### src/rtl/fios_ctrl_pkg.sv
// Shared types and constants for the FIOS first-PE batch controller.
// State encodings are fixed because downstream PEs decode the delayed state.
package fios_ctrl_pkg;

  typedef enum logic [3:0] {
    ST_INIT          = 4'd0,
    ST_A_B0          = 4'd1,
    ST_RES_P_PRIME_0 = 4'd2,
    ST_M_P0          = 4'd3,
    ST_A_BJ          = 4'd4,
    ST_M_PJ          = 4'd5,
    ST_LAST_A_BJ     = 4'd6,
    ST_LAST_M_PJ     = 4'd7,
    ST_RES_SHIFT     = 4'd8
  } state_t;

  localparam logic [8:0] OPM_INIT_CORR = 9'b000000101;
  localparam logic [8:0] OPM_INIT      = 9'b110000101;
  localparam logic [8:0] OPM_AB0       = 9'b000000101;
  localparam logic [8:0] OPM_RES_PP0   = 9'b110000101;
  localparam logic [8:0] OPM_MP        = 9'b111100101;
  localparam logic [8:0] OPM_ABJ       = 9'b000100101;
  localparam logic [8:0] OPM_LAST_MP   = 9'b001100000;
  localparam logic [8:0] OPM_SHIFT     = 9'b000100000;

  localparam logic [1:0] MUX_SEL_0 = 2'd0;
  localparam logic [1:0] MUX_SEL_1 = 2'd1;
  localparam logic [1:0] MUX_SEL_2 = 2'd2;

  // Per-cycle DSP control word as decoded from the state.
  typedef struct packed {
    logic       ready;
    logic       a_reg_en;
    logic       m_reg_en;
    logic [1:0] mux_a_sel;
    logic [1:0] mux_b_sel;
    logic [1:0] mux_c_sel;
    logic       creg_en;
    logic [8:0] opmode;
    logic       res_delay_en;
    logic       a_shift;
    logic       b_fetch;
    logic       p_fetch;
    logic       res_push;
    logic       done;
  } ctrl_word_t;

endpackage

### src/rtl/fios_control_batch_if.sv
// Start handshake and control-word bundle between the FIOS controller and its host/array.
interface fios_control_batch_if #(
  parameter int BATCH_MAX = 8
) ();
  localparam int BW = $clog2(BATCH_MAX + 1);

  logic          start_i;
  logic [BW-1:0] batch_len_i;
  logic          abort_i;
  logic          ready_o;
  logic          busy_o;
  logic          a_reg_en_o;
  logic          m_reg_en_o;
  logic [1:0]    mux_A_sel_o;
  logic [1:0]    mux_B_sel_o;
  logic [1:0]    mux_C_sel_o;
  logic          CREG_en_o;
  logic [8:0]    OPMODE_o;
  logic          RES_delay_en_o;
  logic          a_shift_o;
  logic          b_fetch_o;
  logic          p_fetch_o;
  logic          RES_push_o;
  logic          done_o;
  logic          last_o;

  modport master (
    output start_i, batch_len_i, abort_i,
    input  ready_o, busy_o, a_reg_en_o, m_reg_en_o, mux_A_sel_o, mux_B_sel_o,
           mux_C_sel_o, CREG_en_o, OPMODE_o, RES_delay_en_o, a_shift_o,
           b_fetch_o, p_fetch_o, RES_push_o, done_o, last_o
  );

  modport slave (
    input  start_i, batch_len_i, abort_i,
    output ready_o, busy_o, a_reg_en_o, m_reg_en_o, mux_A_sel_o, mux_B_sel_o,
           mux_C_sel_o, CREG_en_o, OPMODE_o, RES_delay_en_o, a_shift_o,
           b_fetch_o, p_fetch_o, RES_push_o, done_o, last_o
  );
endinterface

### src/rtl/fios_op_counter.sv
// Generic up-counter with synchronous clear (dominant over enable).
module fios_op_counter #(
  parameter int WIDTH = 4
) (
  input  logic             clock_i,
  input  logic             reset_i,
  input  logic             clear,
  input  logic             enable,
  output logic [WIDTH-1:0] count
);

  always_ff @(posedge clock_i) begin
    if (reset_i || clear) begin
      count <= '0;
    end else if (enable) begin
      count <= count + WIDTH'(1);
    end
  end

endmodule

### src/rtl/fios_control_batch.sv
// Moore control FSM for the first PE of the FIOS Montgomery array, with batched starts.
// Optional abort support is compiled in with `define FIOS_CTRL_ABORT_EN.
module fios_control_batch
  import fios_ctrl_pkg::*;
#(
  parameter int S              = 16,
  parameter int BATCH_MAX      = 8,
  parameter int CREG           = 0,
  parameter int ADD_CORRECTION = 0
) (
  input  logic                 clock_i,
  input  logic                 reset_i,
  fios_control_batch_if.slave  ctrl
);

  localparam int LW = $clog2(S);
  localparam int BW = $clog2(BATCH_MAX + 1);
  localparam logic [LW-1:0] LOOP_LAST = LW'(S - 2);

  state_t        state_reg;
  state_t        state_next;
  logic [BW-1:0] batch_len_reg;
  logic [BW-1:0] batch_len_eff;
  logic [LW-1:0] loop_cnt;
  logic [BW-1:0] op_cnt;
  logic          handshake;
  logic          abort_hit;
  logic          last_op;
  ctrl_word_t    cw;

  assign handshake = (state_reg == ST_INIT) && ctrl.start_i;
  assign last_op   = (op_cnt == batch_len_reg - BW'(1));

`ifdef FIOS_CTRL_ABORT_EN
  assign abort_hit = ctrl.abort_i && (state_reg != ST_INIT);
`else
  logic unused_abort;
  assign unused_abort = ctrl.abort_i;
  assign abort_hit    = 1'b0;
`endif

  // Zero means one multiplication; oversize requests saturate.
  always_comb begin
    batch_len_eff = ctrl.batch_len_i;
    if (ctrl.batch_len_i == '0) begin
      batch_len_eff = BW'(1);
    end else if (ctrl.batch_len_i > BW'(BATCH_MAX)) begin
      batch_len_eff = BW'(BATCH_MAX);
    end
  end

  always_ff @(posedge clock_i) begin
    if (reset_i) begin
      state_reg     <= ST_INIT;
      batch_len_reg <= BW'(1);
    end else begin
      state_reg <= state_next;
      if (handshake) begin
        batch_len_reg <= batch_len_eff;
      end
    end
  end

  always_comb begin
    state_next = state_reg;
    case (state_reg)
      ST_INIT:          if (ctrl.start_i) state_next = ST_A_B0;
      ST_A_B0:          state_next = ST_RES_P_PRIME_0;
      ST_RES_P_PRIME_0: state_next = ST_M_P0;
      ST_M_P0:          state_next = (S == 2) ? ST_LAST_A_BJ : ST_A_BJ;
      ST_A_BJ:          state_next = ST_M_PJ;
      ST_M_PJ:          state_next = (loop_cnt == LOOP_LAST) ? ST_LAST_A_BJ : ST_A_BJ;
      ST_LAST_A_BJ:     state_next = ST_LAST_M_PJ;
      ST_LAST_M_PJ:     state_next = ST_RES_SHIFT;
      ST_RES_SHIFT:     state_next = last_op ? ST_INIT : ST_A_B0;
      default:          state_next = ST_INIT;
    endcase
    if (abort_hit) begin
      state_next = ST_INIT;
    end
  end

  fios_op_counter #(.WIDTH(LW)) u_loop_cnt (
    .clock_i (clock_i),
    .reset_i (reset_i),
    .clear   ((state_reg == ST_INIT) || (state_reg == ST_RES_SHIFT) || abort_hit),
    .enable  ((state_reg == ST_M_P0) || (state_reg == ST_M_PJ) || (state_reg == ST_LAST_M_PJ)),
    .count   (loop_cnt)
  );

  fios_op_counter #(.WIDTH(BW)) u_op_cnt (
    .clock_i (clock_i),
    .reset_i (reset_i),
    .clear   (handshake || abort_hit),
    .enable  (state_reg == ST_RES_SHIFT),
    .count   (op_cnt)
  );

  always_comb begin
    cw = '0;
    case (state_reg)
      ST_INIT: begin
        cw.ready    = 1'b1;
        cw.a_reg_en = 1'b1;
        cw.creg_en  = 1'b1;
        cw.opmode   = (ADD_CORRECTION != 0) ? OPM_INIT_CORR : OPM_INIT;
      end
      ST_A_B0: begin
        cw.mux_a_sel = MUX_SEL_1;
        cw.mux_b_sel = MUX_SEL_1;
        cw.mux_c_sel = MUX_SEL_1;
        cw.creg_en   = 1'b1;
        cw.opmode    = OPM_AB0;
        cw.a_shift   = 1'b1;
      end
      ST_RES_P_PRIME_0: begin
        cw.m_reg_en  = 1'b1;
        cw.mux_a_sel = MUX_SEL_1;
        cw.mux_b_sel = MUX_SEL_2;
        cw.mux_c_sel = (CREG != 0) ? MUX_SEL_2 : MUX_SEL_1;
        cw.creg_en   = 1'b1;
        cw.opmode    = OPM_RES_PP0;
        cw.b_fetch   = 1'b1;
      end
      ST_M_P0, ST_M_PJ: begin
        cw.mux_a_sel = MUX_SEL_0;
        cw.mux_b_sel = MUX_SEL_0;
        cw.mux_c_sel = MUX_SEL_2;
        cw.opmode    = OPM_MP;
        cw.p_fetch   = 1'b1;
        cw.res_push  = (state_reg == ST_M_PJ);
      end
      ST_A_BJ: begin
        cw.mux_a_sel = MUX_SEL_2;
        cw.mux_b_sel = MUX_SEL_2;
        cw.mux_c_sel = MUX_SEL_2;
        cw.creg_en   = 1'b1;
        cw.opmode    = OPM_ABJ;
        cw.b_fetch   = 1'b1;
      end
      ST_LAST_A_BJ: begin
        cw.mux_a_sel = MUX_SEL_2;
        cw.mux_b_sel = MUX_SEL_2;
        cw.mux_c_sel = MUX_SEL_0;
        cw.opmode    = OPM_ABJ;
      end
      ST_LAST_M_PJ: begin
        cw.opmode       = OPM_LAST_MP;
        cw.res_push     = 1'b1;
        cw.res_delay_en = 1'b1;
      end
      ST_RES_SHIFT: begin
        cw.a_reg_en     = 1'b1;
        cw.opmode       = OPM_SHIFT;
        cw.res_push     = 1'b1;
        cw.res_delay_en = 1'b1;
        cw.done         = 1'b1;
      end
      default: cw = '0;
    endcase
  end

  assign ctrl.ready_o        = cw.ready;
  assign ctrl.busy_o         = ~cw.ready;
  assign ctrl.a_reg_en_o     = cw.a_reg_en;
  assign ctrl.m_reg_en_o     = cw.m_reg_en;
  assign ctrl.mux_A_sel_o    = cw.mux_a_sel;
  assign ctrl.mux_B_sel_o    = cw.mux_b_sel;
  assign ctrl.mux_C_sel_o    = cw.mux_c_sel;
  assign ctrl.CREG_en_o      = cw.creg_en;
  assign ctrl.OPMODE_o       = cw.opmode;
  assign ctrl.RES_delay_en_o = cw.res_delay_en;
  assign ctrl.a_shift_o      = cw.a_shift;
  assign ctrl.b_fetch_o      = cw.b_fetch;
  assign ctrl.p_fetch_o      = cw.p_fetch;
  assign ctrl.RES_push_o     = cw.res_push;
  assign ctrl.done_o         = cw.done;
  assign ctrl.last_o         = cw.done && last_op;

endmodule
### src/flat_wrapper.sv
// flat-port wrapper written by rule: the top's interface ports become plain ports
module fios_control_batch_flat import fios_ctrl_pkg::*;
#(
  parameter int S              = 16,
  parameter int BATCH_MAX      = 8,
  parameter int CREG           = 0,
  parameter int ADD_CORRECTION = 0
)
  (clock_i, reset_i, ctrl_start_i, ctrl_batch_len_i, ctrl_abort_i, ctrl_ready_o, ctrl_busy_o, ctrl_a_reg_en_o, ctrl_m_reg_en_o, ctrl_mux_A_sel_o, ctrl_mux_B_sel_o, ctrl_mux_C_sel_o, ctrl_CREG_en_o, ctrl_OPMODE_o, ctrl_RES_delay_en_o, ctrl_a_shift_o, ctrl_b_fetch_o, ctrl_p_fetch_o, ctrl_RES_push_o, ctrl_done_o, ctrl_last_o);
  fios_control_batch_if #(.BATCH_MAX(BATCH_MAX)) ctrl_i ();
  input  logic clock_i;
  input  logic reset_i;
  input wire logic [$bits(ctrl_i.start_i)-1:0] ctrl_start_i;
  input wire logic [$bits(ctrl_i.batch_len_i)-1:0] ctrl_batch_len_i;
  input wire logic [$bits(ctrl_i.abort_i)-1:0] ctrl_abort_i;
  output wire logic [$bits(ctrl_i.ready_o)-1:0] ctrl_ready_o;
  output wire logic [$bits(ctrl_i.busy_o)-1:0] ctrl_busy_o;
  output wire logic [$bits(ctrl_i.a_reg_en_o)-1:0] ctrl_a_reg_en_o;
  output wire logic [$bits(ctrl_i.m_reg_en_o)-1:0] ctrl_m_reg_en_o;
  output wire logic [$bits(ctrl_i.mux_A_sel_o)-1:0] ctrl_mux_A_sel_o;
  output wire logic [$bits(ctrl_i.mux_B_sel_o)-1:0] ctrl_mux_B_sel_o;
  output wire logic [$bits(ctrl_i.mux_C_sel_o)-1:0] ctrl_mux_C_sel_o;
  output wire logic [$bits(ctrl_i.CREG_en_o)-1:0] ctrl_CREG_en_o;
  output wire logic [$bits(ctrl_i.OPMODE_o)-1:0] ctrl_OPMODE_o;
  output wire logic [$bits(ctrl_i.RES_delay_en_o)-1:0] ctrl_RES_delay_en_o;
  output wire logic [$bits(ctrl_i.a_shift_o)-1:0] ctrl_a_shift_o;
  output wire logic [$bits(ctrl_i.b_fetch_o)-1:0] ctrl_b_fetch_o;
  output wire logic [$bits(ctrl_i.p_fetch_o)-1:0] ctrl_p_fetch_o;
  output wire logic [$bits(ctrl_i.RES_push_o)-1:0] ctrl_RES_push_o;
  output wire logic [$bits(ctrl_i.done_o)-1:0] ctrl_done_o;
  output wire logic [$bits(ctrl_i.last_o)-1:0] ctrl_last_o;
  assign ctrl_i.start_i = ctrl_start_i;
  assign ctrl_i.batch_len_i = ctrl_batch_len_i;
  assign ctrl_i.abort_i = ctrl_abort_i;
  assign ctrl_ready_o = ctrl_i.ready_o;
  assign ctrl_busy_o = ctrl_i.busy_o;
  assign ctrl_a_reg_en_o = ctrl_i.a_reg_en_o;
  assign ctrl_m_reg_en_o = ctrl_i.m_reg_en_o;
  assign ctrl_mux_A_sel_o = ctrl_i.mux_A_sel_o;
  assign ctrl_mux_B_sel_o = ctrl_i.mux_B_sel_o;
  assign ctrl_mux_C_sel_o = ctrl_i.mux_C_sel_o;
  assign ctrl_CREG_en_o = ctrl_i.CREG_en_o;
  assign ctrl_OPMODE_o = ctrl_i.OPMODE_o;
  assign ctrl_RES_delay_en_o = ctrl_i.RES_delay_en_o;
  assign ctrl_a_shift_o = ctrl_i.a_shift_o;
  assign ctrl_b_fetch_o = ctrl_i.b_fetch_o;
  assign ctrl_p_fetch_o = ctrl_i.p_fetch_o;
  assign ctrl_RES_push_o = ctrl_i.RES_push_o;
  assign ctrl_done_o = ctrl_i.done_o;
  assign ctrl_last_o = ctrl_i.last_o;
  fios_control_batch #(.S(S), .BATCH_MAX(BATCH_MAX), .CREG(CREG), .ADD_CORRECTION(ADD_CORRECTION)) u_core (.clock_i(clock_i), .reset_i(reset_i), .ctrl(ctrl_i));
endmodule
### config.mk
export PLATFORM = sky130hd
export DESIGN_NAME = fios_control_batch_flat
export DESIGN_NICKNAME = d
export VERILOG_FILES = /design/src/rtl/fios_ctrl_pkg.sv /design/src/rtl/fios_control_batch_if.sv /design/src/rtl/fios_op_counter.sv /design/src/rtl/fios_control_batch.sv /design/src/flat_wrapper.sv
export SDC_FILE = /design/constraint.sdc
export NUM_CORES = 1
export LEC_CHECK = 0
export ABC_AREA = 1
export CORE_MARGIN = 3
export CORE_UTILIZATION = 55
export DETAILED_ROUTE_END_ITERATION = 10
export DONT_BUFFER_PORTS = 1
export PLACE_DENSITY_LB_ADDON = 0.15
export REMOVE_ABC_BUFFERS = 1
export SLEW_MARGIN = 20
export SYNTH_ARGS = -nofsm -noshare
export SYNTH_HDL_FRONTEND = slang
export SYNTH_HIERARCHICAL = 1
export SYNTH_SLANG_ARGS = --single-unit
export TNS_END_PERCENT = 100
### constraint.sdc
create_clock -name clock_i -period 2.9 [get_ports clock_i]
set_input_delay 0 -clock clock_i [delete_from_list [all_inputs] [get_ports clock_i]]
set_output_delay 0 -clock clock_i [all_outputs]
set_load 0.02 [all_outputs]
# Word level (Yosys, flattened, before mapping)

Index checks and enable logic that the tools add are counted.

Bits in registers: 16
Bits of input ports: 8
Output and inout port bits: 27
Logic and storage cells: 54

Add/sub/neg operators: 3
$lt $le $gt $ge: 1
Eq/ne operators: 11
Multiplexer cells: 18
Bitwise logic cells: 1
Reductions and logical operators: 16

Operators with widths:

| cell                                                  | number |
|---|---|
| one-hot mux 9 bit (6 select lines)                    | 1 |
| one-hot mux 4 bit (9 select lines)                    | 1 |
| one-hot mux 6 bit (5 select lines)                    | 1 |
| == test 4 x 3 -> 1 bit (second input constant)        | 4 |
| two-way mux 4 bit                                     | 3 |
| OR reduction 2 bit                                    | 6 |
| two-way mux 1 bit                                     | 10 |
| adder 4 x 1 -> 4 bit (second input constant)          | 2 |
| == test 4 x 2 -> 1 bit (second input constant)        | 2 |
| == test 4 bit (second input constant)                 | 2 |
| zero test 4 bit                                       | 2 |
| logical OR 1 bit                                      | 5 |
| == test 4 x 1 -> 1 bit (second input constant)        | 1 |
| == test 4 bit                                         | 1 |
| greater-than comparator 4 bit (second input constant) | 1 |
| OR reduction 4 bit                                    | 1 |
| subtractor 4 x 1 -> 4 bit (second input constant)     | 1 |
| logical AND 1 bit                                     | 2 |
| two-way mux 2 bit                                     | 1 |
| != test 2 bit (second input constant)                 | 1 |
| one-hot mux 1 bit (2 select lines)                    | 1 |
| inverter 1 bit                                        | 1 |

# Longest topological paths before layout

Depth after elaboration: 4
Mapped depth: 12
Gate-level depth less buffers: 12

# By module

Netlist, hierarchy kept.

Modules (own cells, without submodules):

| module             | instances | cells an instance | area each (um^2) | sequential area each (um^2) |
|---|---|---|---|---|
| fios_control_batch | 1         | 113               | 724.4            | 160.2 |
| fios_op_counter    | 2         | 22                | 172.7            | 80.1 |

# Worst setup path after synthesis

Ideal clock, no wire load.

Kind: reg-to-reg
From: reg u_core.state_reg[1]
To: reg u_core.u_op_cnt.count[3]
Library setup time: 0.113 ns
Arrival time: 1.424 ns
Required time: 2.787 ns
Slack: 1.363 ns
Cell stages (with the launch flop): 9
Buffers on the path: 0
Period minus slack after synthesis: 1.537 ns
Cell sequence: dfxtp_1 > nor3_2 > nand2_1 > inv_2 > nand2_2 > nor2_2 > nand2_1 > nand2_1 > nor2_1

Word-level cells in the longest chain between the ends: 3
Elaborated cells between the ends (all ways): 4
Classes of those cells: eq/ne: 1; reduce/logical: 3

Ends and longest elaborated chain:

| what                   | RTL line                 | source |
|---|---|---|
| from (decl)            | fios_control_batch.sv:20 | `state_t state_reg;` |
| from (signal assigned) | fios_control_batch.sv:57 | `state_reg <= state_next;` |
| zero test 4 bit        | fios_control_batch.sv:31 | `assign handshake = (state_reg == ST_INIT) && ctrl.start_i;` |
| logical AND 1 bit      | fios_control_batch.sv:31 |  |
| logical OR 1 bit       | fios_op_counter.sv:13    | `if (reset_i \|\| clear) begin` |
| to (signal assigned)   | fios_op_counter.sv:16    | `count <= count + WIDTH'(1);` |
| to (decl)              | fios_op_counter.sv:9     | `output logic [WIDTH-1:0] count` |

Parallel ways exist; a longest one is shown, timed or not.
A chain may end at the register's enable or synchronous reset.

# Worst setup path after layout

From: reg u_core.state_reg[0]
To: reg u_core.batch_len_reg[1]

Word-level cells in the longest chain between the ends: 2

Ends and longest elaborated chain:

| what                 | RTL line                 | source |
|---|---|---|
| zero test 4 bit      | fios_control_batch.sv:31 |  |
| logical AND 1 bit    | fios_control_batch.sv:31 |  |
| to (signal assigned) | fios_control_batch.sv:59 | `batch_len_reg <= batch_len_eff;` |
| to (decl)            | fios_control_batch.sv:22 | `logic [BW-1:0] batch_len_reg;` |

No other way between the ends.

==> impl_metrics.yaml <==
outcome:
  status: "finished, final reports clean"
clock_tree:
  cts_tree: "done"
  cts_max_path_buffers: 2
  ctsResizeCount: 0
  postCtsSetupRepairBufs: 0
  root_buffer: "clkbuf_4"
  cts_hold_buf: 10
  htree_levels: 1
  path_clk_slew_ns: 0.09
  clock_latency_ns: 0.28
  cts_inserted_buffers: 3
  clock_sinks: 16
global_routing:
  grt_first_pass_wirelength_mm: 3.81
  grt_pass1_vias: 887
  globalRouteOverflowTotal: 0
  grt_max_degree: 10
  antenna_found_initial: 0
  track_usage: 0.196
placement:
  dp_hpwl_mm: 1.59
  dp.cells: 176
  dpl-instance-area_um2: 1040
  routabilityCongestion: 0.825
  io_buffers: 0
final_layout:
  nNetsFinal: 177
  layoutNonFillerInstCount: 190
  drive_gt1_frac: 0.164
  antenna_cells_inserted: 0
  area_delta_synth_final_pct: 10.4
  fin_area_um2: 1180
drt:
  wire_per_inst_um: 11.7
  viasPerCell: 5.04
  dr.pass1.iters: 5
  drtAntennaViolNets: 0
  routed_wl_mm: 2.22
  vias: 958
  drt-initial-drc-count: 20
  drc: 0
power_and_ir_drop:
  switchingPower_mw: 0.240
  switching_share: 0.397
  worst_ir_drop_vdd_mv: 0.350
  p_leak_nw: 0.573
  p_int_mw: 0.364
  p_per_area_nw_per_um2: 512
  comb_power_share: 0.349
  pwr-share-seq: 0.410
  pwr-share-clk: 0.241
timing:
  setup_viol: 0
  timing.hold.ws_ns: 0.458
  min_period_over_period: 0.808
  skew_ns: 0.00155
  fmax_ghz: 0.427
  hold_viol: 0
  min_period_ns: 2.34
  rsz0062_at_grt: "no"
  slew_violations: 0
  tightest_slew_ns: 0.981
  tns_ns: 0
  slew_headroom: 0.343
die:
  die_x_um: 50.1
  die_h_um: 50.1
  die-area_um2: 2510
  top_level_ports: 35
  floorplan.initialDensity: 0.600
  rows: 15
  fp.coreArea_um2: 1780
worst_setup_path:
  cp-start-kind: "flip-flop"
  worstSetupPathType: "reg -> reg"
  critPathMaxFanout: 8
  crit_required_ns: 3.13
  crit_path_end_kind: "flip-flop"
  arrival_ns: 2.58
yosys:
  ys_seq_area_frac: 0.299
  syn_area_um2: 1070
  avgSynthCellArea_um2: 6.81
  ys_warn_count: 6
  ys_seq_elements: 16
  netlist_instances: 157
  ys_types: 30
  yosys-top-cells-area: "dfxtp_1, nand2_1, nor2_1, inv_1, buf_4"
  synth_top_cell_area_share: 0.299
  synth.largest_area_cell: "dfxtp_1"
min_path:
  hp-class: "in -> reg"
flow_run:
  cap_violations: 0
-- layer usage --
metal  GRT usage  part of all wire  up-vias
met4      0.0553            0.0041        0
li1            -                 -      496
met5           0                 0        -
met1       0.239              0.45      433
met3      0.0725             0.082        2
met2       0.317              0.47       27
-- cell usage after synthesis, drive strengths merged --
cell type / count
xor2: 2
xnor2: 1
nand2: 41
inv: 26
o21a: 1
nand4: 1
ha: 3
and3b: 2
dfxtp: 16
nor2: 28
o211ai: 1
a31oi: 1
a21oi: 6
nor3: 2
a22oi: 1
conb: 1
o21ai: 9
buf: 8
nand3: 7
-- area by class of cell --
cell class,count,area (um^2)
well taps,25,31.3
flip-flops and latches,16,320
fillers,164,602
clock buffers,4,36.3
multi-input cells,109,591
inverters,26,103
repair buffers,10,100
-- critical path: stages (launching register included) --
cell and delay [ns]:
dfxtp_1 0.42, nor2_4 0.17, nand2_4 0.11, inv_4 0.12, nand2_4 0.08, nor2_4 0.11, nand2_1 0.06, dlygate4sd3_1 0.57
a21oi_2 0.11, dlygate4sd3_1 0.55
-- placed cells by master, fill, tap and decap left out, types with 2 or more instances in the layout --
master / count
inv_1: 21
dfxtp_1: 16
nor2_4: 3
nand2_4: 2
ha_1: 3
nor2_2: 3
and3b_2: 2
clkbuf_4: 3
nand3_1: 7
inv_2: 3
nor2_1: 22
o21ai_1: 2
dlygate4sd3_1: 10
nand2_1: 36
o21ai_0: 5
xor2_1: 2
inv_4: 2
nand2_2: 3
nor3_2: 2
a21oi_1: 5
conb_1: 3
-- power by group through the flow --
stage	clock [mW]	sequential [mW]	combinational [mW]
6_report	0.146	0.248	0.211
5_1_grt	0.161	0.250	0.231
4_1_cts	0.151	0.247	0.210
3_5_place_dp	0	0.253	0.194
3_3_place_gp	0	0.252	0.190
2_1_floorplan	0	0.249	0.173
-- per-stage QoR --
step | setup slack [ns] | power [mW] | utilization
floorplan | 1.36 | 0.422 | -
global placement | 1.20 | 0.442 | 0.586
detailed placement | 1.16 | 0.446 | 0.586
CTS | 0.584 | 0.608 | 0.662
global route | 0.468 | 0.643 | 0.662
finish | 0.556 | 0.605 | 0.662
-- final timing paths --
check                           slack (ns)  cells after the start                         end                        from
worst min-delay path                  0.46                      3     u_core/batch_len_reg[0]         ctrl_batch_len_i[0]
worst max-delay path                  0.56                      9     u_core/batch_len_reg[1]         u_core/state_reg[0]
worst max register to register        0.56                      9     u_core/batch_len_reg[1]         u_core/state_reg[0]
worst min register to register        0.51                      2  u_core/u_loop_cnt/count[3]  u_core/u_loop_cnt/count[3]
-- kinds of logic after synthesis --
logic type                 count (synthesis)  share of synthesized area
buffers and inverters                     34                      0.156
and+or+nand+nor                           81                      0.367
other                                      1                    0.00351
DFF                                       16                      0.299
adders and majority gates                  3                     0.0351
AOI/OAI and AO/OA                         19                      0.115
xor gates and xnor gates                   3                     0.0246
(Power assumes the default switching activity.)
